<file path="src/rtl/control_unit.sv">
// control_unit
// Multi-cycle FSM controller for a small load/store processor. It owns the
// program counter and instruction register. It fetches 16-bit instructions
// from a synchronous instruction ROM, decodes them and drives the datapath
// control inputs for one instruction at a time.
//
// Ports:
//   Clock, Reset     rising-edge clock, synchronous active-low reset
//   PC_addr          instruction-ROM address (PC register)
//   I_data           instruction-ROM registered output
//   D_addr, D_wr     data-memory address / write enable
//   RF_s             write-back select: 1 = memory data, 0 = ALU result
//   RF_W_addr/_wr    register-file write port
//   RF_Ra_addr/_rd   register-file read port A
//   RF_Rb_addr/_rd   register-file read port B
//   Alu_s0           ALU function select
//   IR_out           IR contents (debug)
//   State_out        state encoding (debug)
//   Halted           high while in HALT
module control_unit #(
  parameter int          PC_WIDTH = 7,
  parameter logic [2:0]  ALU_ADD  = 3'b001,
  parameter logic [2:0]  ALU_SUB  = 3'b010
) (
  input  logic                Clock,
  input  logic                Reset,
  output logic [PC_WIDTH-1:0] PC_addr,
  input  logic [15:0]         I_data,
  output logic [7:0]          D_addr,
  output logic                D_wr,
  output logic                RF_s,
  output logic [3:0]          RF_W_addr,
  output logic                RF_W_wr,
  output logic [3:0]          RF_Ra_addr,
  output logic                RF_Ra_rd,
  output logic [3:0]          RF_Rb_addr,
  output logic                RF_Rb_rd,
  output logic [2:0]          Alu_s0,
  output logic [15:0]         IR_out,
  output logic [3:0]          State_out,
  output logic                Halted
);

  typedef enum logic [3:0] {
    S_INIT   = 4'd0,
    S_FETCH  = 4'd1,
    S_DECODE = 4'd2,
    S_NOOP   = 4'd3,
    S_LOAD_A = 4'd4,
    S_LOAD_B = 4'd5,
    S_STORE  = 4'd6,
    S_ADD    = 4'd7,
    S_SUB    = 4'd8,
    S_HALT   = 4'd9
  } state_t;

  localparam logic [3:0] OP_NOOP  = 4'b0000;
  localparam logic [3:0] OP_STORE = 4'b0001;
  localparam logic [3:0] OP_LOAD  = 4'b0010;
  localparam logic [3:0] OP_ADD   = 4'b0011;
  localparam logic [3:0] OP_SUB   = 4'b0100;
  localparam logic [3:0] OP_HALT  = 4'b0101;

  state_t              state;
  state_t              state_nxt;
  logic [PC_WIDTH-1:0] pc;
  logic [15:0]         ir;
  logic [3:0]          opcode;

  assign opcode = ir[15:12];

  // PC and IR only move in FETCH; the DECODE cycle that always follows gives
  // the ROM its one cycle of read latency before the next FETCH.
  always_ff @(posedge Clock) begin
    if (!Reset) begin
      state <= S_INIT;
      pc    <= '0;
      ir    <= '0;
    end else begin
      state <= state_nxt;
      if (state == S_FETCH) begin
        ir <= I_data;
        pc <= pc + PC_WIDTH'(1);
      end
    end
  end

  always_comb begin
    state_nxt = S_INIT;
    case (state)
      S_INIT:   state_nxt = S_FETCH;
      S_FETCH:  state_nxt = S_DECODE;
      S_DECODE: begin
        case (opcode)
          OP_STORE: state_nxt = S_STORE;
          OP_LOAD:  state_nxt = S_LOAD_A;
          OP_ADD:   state_nxt = S_ADD;
          OP_SUB:   state_nxt = S_SUB;
          OP_HALT:  state_nxt = S_HALT;
          OP_NOOP:  state_nxt = S_NOOP;
          default:  state_nxt = S_NOOP;  // unassigned opcodes run as NOOP
        endcase
      end
      S_NOOP:   state_nxt = S_FETCH;
      S_LOAD_A: state_nxt = S_LOAD_B;
      S_LOAD_B: state_nxt = S_FETCH;
      S_STORE:  state_nxt = S_FETCH;
      S_ADD:    state_nxt = S_FETCH;
      S_SUB:    state_nxt = S_FETCH;
      S_HALT:   state_nxt = S_HALT;
      default:  state_nxt = S_INIT;
    endcase
  end

  always_comb begin
    D_addr     = '0;
    D_wr       = 1'b0;
    RF_s       = 1'b0;
    RF_W_addr  = '0;
    RF_W_wr    = 1'b0;
    RF_Ra_addr = '0;
    RF_Ra_rd   = 1'b0;
    RF_Rb_addr = '0;
    RF_Rb_rd   = 1'b0;
    Alu_s0     = '0;
    Halted     = 1'b0;
    case (state)
      S_STORE: begin
        D_addr     = ir[7:0];
        D_wr       = 1'b1;
        RF_Ra_addr = ir[11:8];
        RF_Ra_rd   = 1'b1;
      end
      // LOAD_A only presents the address so the data memory can return the
      // word; the register write happens in LOAD_B.
      S_LOAD_A: begin
        D_addr = ir[11:4];
        RF_s   = 1'b1;
      end
      S_LOAD_B: begin
        D_addr    = ir[11:4];
        RF_s      = 1'b1;
        RF_W_addr = ir[3:0];
        RF_W_wr   = 1'b1;
      end
      S_ADD, S_SUB: begin
        RF_Ra_addr = ir[11:8];
        RF_Ra_rd   = 1'b1;
        RF_Rb_addr = ir[7:4];
        RF_Rb_rd   = 1'b1;
        RF_W_addr  = ir[3:0];
        RF_W_wr    = 1'b1;
        Alu_s0     = (state == S_ADD) ? ALU_ADD : ALU_SUB;
      end
      S_HALT:  Halted = 1'b1;
      default: ;
    endcase
  end

  assign PC_addr   = pc;
  assign IR_out    = ir;
  assign State_out = state;

endmodule

</file>
<file path="config.mk">
export PLATFORM = sky130hd
export DESIGN_NAME = control_unit
export DESIGN_NICKNAME = d
export VERILOG_FILES = /design/src/rtl/control_unit.sv
export SDC_FILE = /design/constraint.sdc
export NUM_CORES = 1
export LEC_CHECK = 0
export CAP_MARGIN = 20
export CORE_MARGIN = 2
export CORE_UTILIZATION = 40
export DETAILED_ROUTE_END_ITERATION = 12
export PLACE_DENSITY = 0.92
export SLEW_MARGIN = 20
export SYNTH_ARGS = -nofsm -noshare
export SYNTH_HDL_FRONTEND = slang
export SYNTH_SLANG_ARGS = --single-unit
</file>
<file path="constraint.sdc">
create_clock -name Clock -period 2.75 [get_ports Clock]
set_input_delay 0.55 -clock Clock [delete_from_list [all_inputs] [get_ports Clock]]
set_output_delay 0.55 -clock Clock [all_outputs]
set_load 0.03 [all_outputs]
</file>
==> flow_metrics.py <==
metrics = {
    "run_status": {
        "status": "completed",
    },
    "die": {
        "coreArea_sq_um": 3100,
        "die_area_sq_um": 3820,
        "initial_core_util": 0.430,
        "fp.dieH_um": 61.8,
        "rows": 20,
        "fp.dieW_um": 61.8,
        "io_pins": 74,
    },
    "synthesis": {
        "ys_ff_latch": 27,
        "netlist_area_sq_um": 1340,
        "yosysWarnings": 0,
        "synth.distinct_cells": 37,
        "synth_cells": 166,
        "synth_area_per_cell_sq_um": 8.04,
        "synth_largest_type_area_fraction": 0.405,
        "yosys.area.top_type": "dfxtp_1",
        "synth_area_leaders": "dfxtp_1 (40%), nand2_1 (10%), a21oi_1 (8.6%)",
        "syn_nets": 185,
        "yosysSeqAreaShare": 0.405,
    },
    "global_route": {
        "overflow": 0,
        "grt_max_degree": 28,
        "antenna_found_initial": 0,
        "track_usage": 0.228,
        "grt_pass1_vias": 1454,
        "grt_first_pass_wirelength_um": 6400,
    },
    "clocking": {
        "cts_tree": "done",
        "cts.reportedPaths.clkPinSlew_ns": 0.16,
        "cts.sinks": 27,
        "cts_buffers": 3,
        "clockBufferDepth": 2,
        "htree_levels": 1,
        "cts_root_buf": "clkbuf_4",
        "post_cts_buffers": 0,
        "clkLatencyLatePin_ns": 0.35,
    },
    "pwr": {
        "finalPower_mw": 0.974,
        "p_int_mw": 0.618,
        "power_frac_seq": 0.482,
        "switching_share": 0.365,
        "p_leak_nw": 1.04,
        "peakVddDrop_uv": 316,
        "power_frac_comb": 0.328,
        "p_per_area_nw_per_um2": 449,
        "clock_power_share": 0.190,
        "switchingPower_mw": 0.356,
    },
    "placement": {
        "place_area_sq_um": 2110,
        "dpl.hpwl_um": 2940,
        "portBuffers": 72,
        "pre_cts_ws_ns": 0.263,
        "gp_congestion": 0.797,
    },
    "setup_path": {
        "cp_cell_sequence": "buf_4 > nor4b_4 > a31o_2 > clkdlybuf4s50_1",
        "arrival_ns": 2.09,
        "path_delay_family": "buffers and inverters",
        "slowest_stage": "clkdlybuf4s50_1",
        "crit_required_ns": 2.20,
        "worstSetupEndpointType": "output pin",
        "startpoint": "State_out[2]",
        "worst-setup-path-type": "reg -> out",
        "max_stage_delay_ns": 0.68,
        "rrSetupSlack_ns": 0.66,
        "cp.depth": 4,
        "r2r-end": "PC_addr[5]",
        "critPathLaunchType": "register",
        "crit_buf_inv": 2,
        "reg2reg_depth": 4,
        "path_max_fanout": 9,
        "reg2reg_from": "State_out[0]",
        "crit_path_end": "RF_Rb_rd",
    },
    "cells_and_area": {
        "final_cell_area_sq_um": 2170,
        "antenna_cells": 0,
        "n_fill_cell": 257,
        "areaGrowthSynthToFinish_pct": 62.5,
        "layout.nets": 257,
        "post-route-util": 0.699,
        "drive_above_1_share": 0.0759,
    },
    "sta": {
        "max_slew_margin": 0.566,
        "setup_ws_ns": 0.112,
        "holdWs_ns": 0.492,
        "setup_viol": 0,
        "fmax_ghz": 0.379,
        "timing.final.crit_share": 0.959,
        "worst_slew_pin_slew_ns": 0.651,
        "fin_skew_ns": 0.0101,
        "maxSlewViolCount": 0,
        "finalHoldViolCount": 0,
        "fin_crit_ns": 2.64,
    },
    "drt": {
        "dr_total_vias": 1497,
        "routed_wirelength_um": 4150,
        "drc": 0,
        "vias_per_cell": 5.33,
        "routedWlPerCell_um": 14.8,
        "drtIter0Drc": 37,
        "ant_nets": 0,
        "drt_pass1_iterations": 4,
    },
    "worst_hold_path": {
        "hold_start": "PC_addr[6]",
        "hold_class": "reg -> reg",
    },
    "run": {
        "cap_violations": 0,
    },
}
## sequential cells by signal (all words and copies together), names as in the netlist
register,count
IR_out,16
PC_addr,7
State_out,4
## metal layers
metal / vias to the layer above / track usage / wire (um)
li1: 718 / - / -
met1: 716 / 0.266 / 1770
met2: 55 / 0.398 / 2010
met3: 8 / 0.0704 / 303
met4: 0 / 0.0760 / 75
met5: - / 0 / 0
## cells by family after synthesis
group           synth area share
compound gates             0.216
xor+xnor                  0.0131
fa+ha+maj                0.00937
buf+inv                   0.0600
flops                      0.405
other cells              0.00281
simple gates               0.293
## how the worst min path moves through the flow
stage                 endpoint  slack [ns]  depth (start not counted)
floorplan            IR_out[0]        0.60                          2
global route         IR_out[9]        0.52                          2
global placement    PC_addr[6]        0.46                          2
detailed placement  IR_out[11]        0.47                          2
finish              PC_addr[6]        0.49                          2
CTS                 IR_out[11]        0.49                          2
## Yosys cell counts
cell and count:
o2111ai_1 1, a211oi_1 1, clkbuf_1 8, nor2b_1 2, a21oi_1 23, a31oi_1 1
nor4b_1 2, nand2b_1 2, nor3b_2 1, xnor2_1 2, nand2_1 36, and3_1 1
or4_1 2, nor2_1 3, nor3_1 1, nor3b_1 1, and3b_1 1, buf_2 1
and2_1 12, nor4bb_1 1, buf_4 1, conb_1 1, buf_6 2, inv_1 4
or3_1 3, nor4b_2 1, o311a_1 1, ha_1 1, a31o_2 1, nand3_1 3
dfxtp_1 27, a21o_1 2, o31ai_1 2, o21bai_1 1, o21ai_0 5, a22o_1 8
or4b_4 1
## stage by stage
stage	TNS, ns	std cells
after floorplan	0	166
after global placement	0	277
after detailed placement	0	277
after CTS	0	281
after global routing	-0.00942	281
final	0	281
## repair_timing
action	4_1_cts	5_1_grt
gates resized for setup	13	12
hold buffers	0	0
pin swaps	1	0
endpoints found under the setup margin	22	11
## cell type report
cell class	instances	area, sq um	share of cell area
inverter	4	15.0	0.00692
timing repair buffer	79	787	0.363
tap	44	55.1	0.0254
clock buffer	3	22.5	0.0104
multi-input combinational	123	742	0.342
sequential	27	541	0.249
clock inverter	1	7.51	0.00346
## power groups by stage
stage / combinational (mW) / clock (mW) / sequential, mW
4_1_cts: 0.320 / 0.186 / 0.468
6_report: 0.319 / 0.185 / 0.469
5_1_grt: 0.341 / 0.199 / 0.474
3_5_place_dp: 0.317 / 0 / 0.474
2_1_floorplan: 0.125 / 0 / 0.531
3_3_place_gp: 0.312 / 0 / 0.474
## worst reg2reg max path: stages, from the launching register on
cell     delay (ns)
dfxtp_1        0.48
buf_4          0.22
or4b_4         0.64
or4_1          0.55
a21oi_1        0.14
## cell usage in the layout, fill, tap and decap left out, drive strengths merged, types with 3 or more instances in the layout
master and count:
clkdlybuf4s50 50, nand2 36, dfxtp 27, a21oi 23, and2 12, dlymetal6s2s 11, dlygate4sd2 11, a22o 8
buf 7, o21ai 5, inv 4, nor2 3, nand3 3, or3 3, clkbuf 3, nor4b 3
No activity file was read; power rests on OpenSTA's default activity.
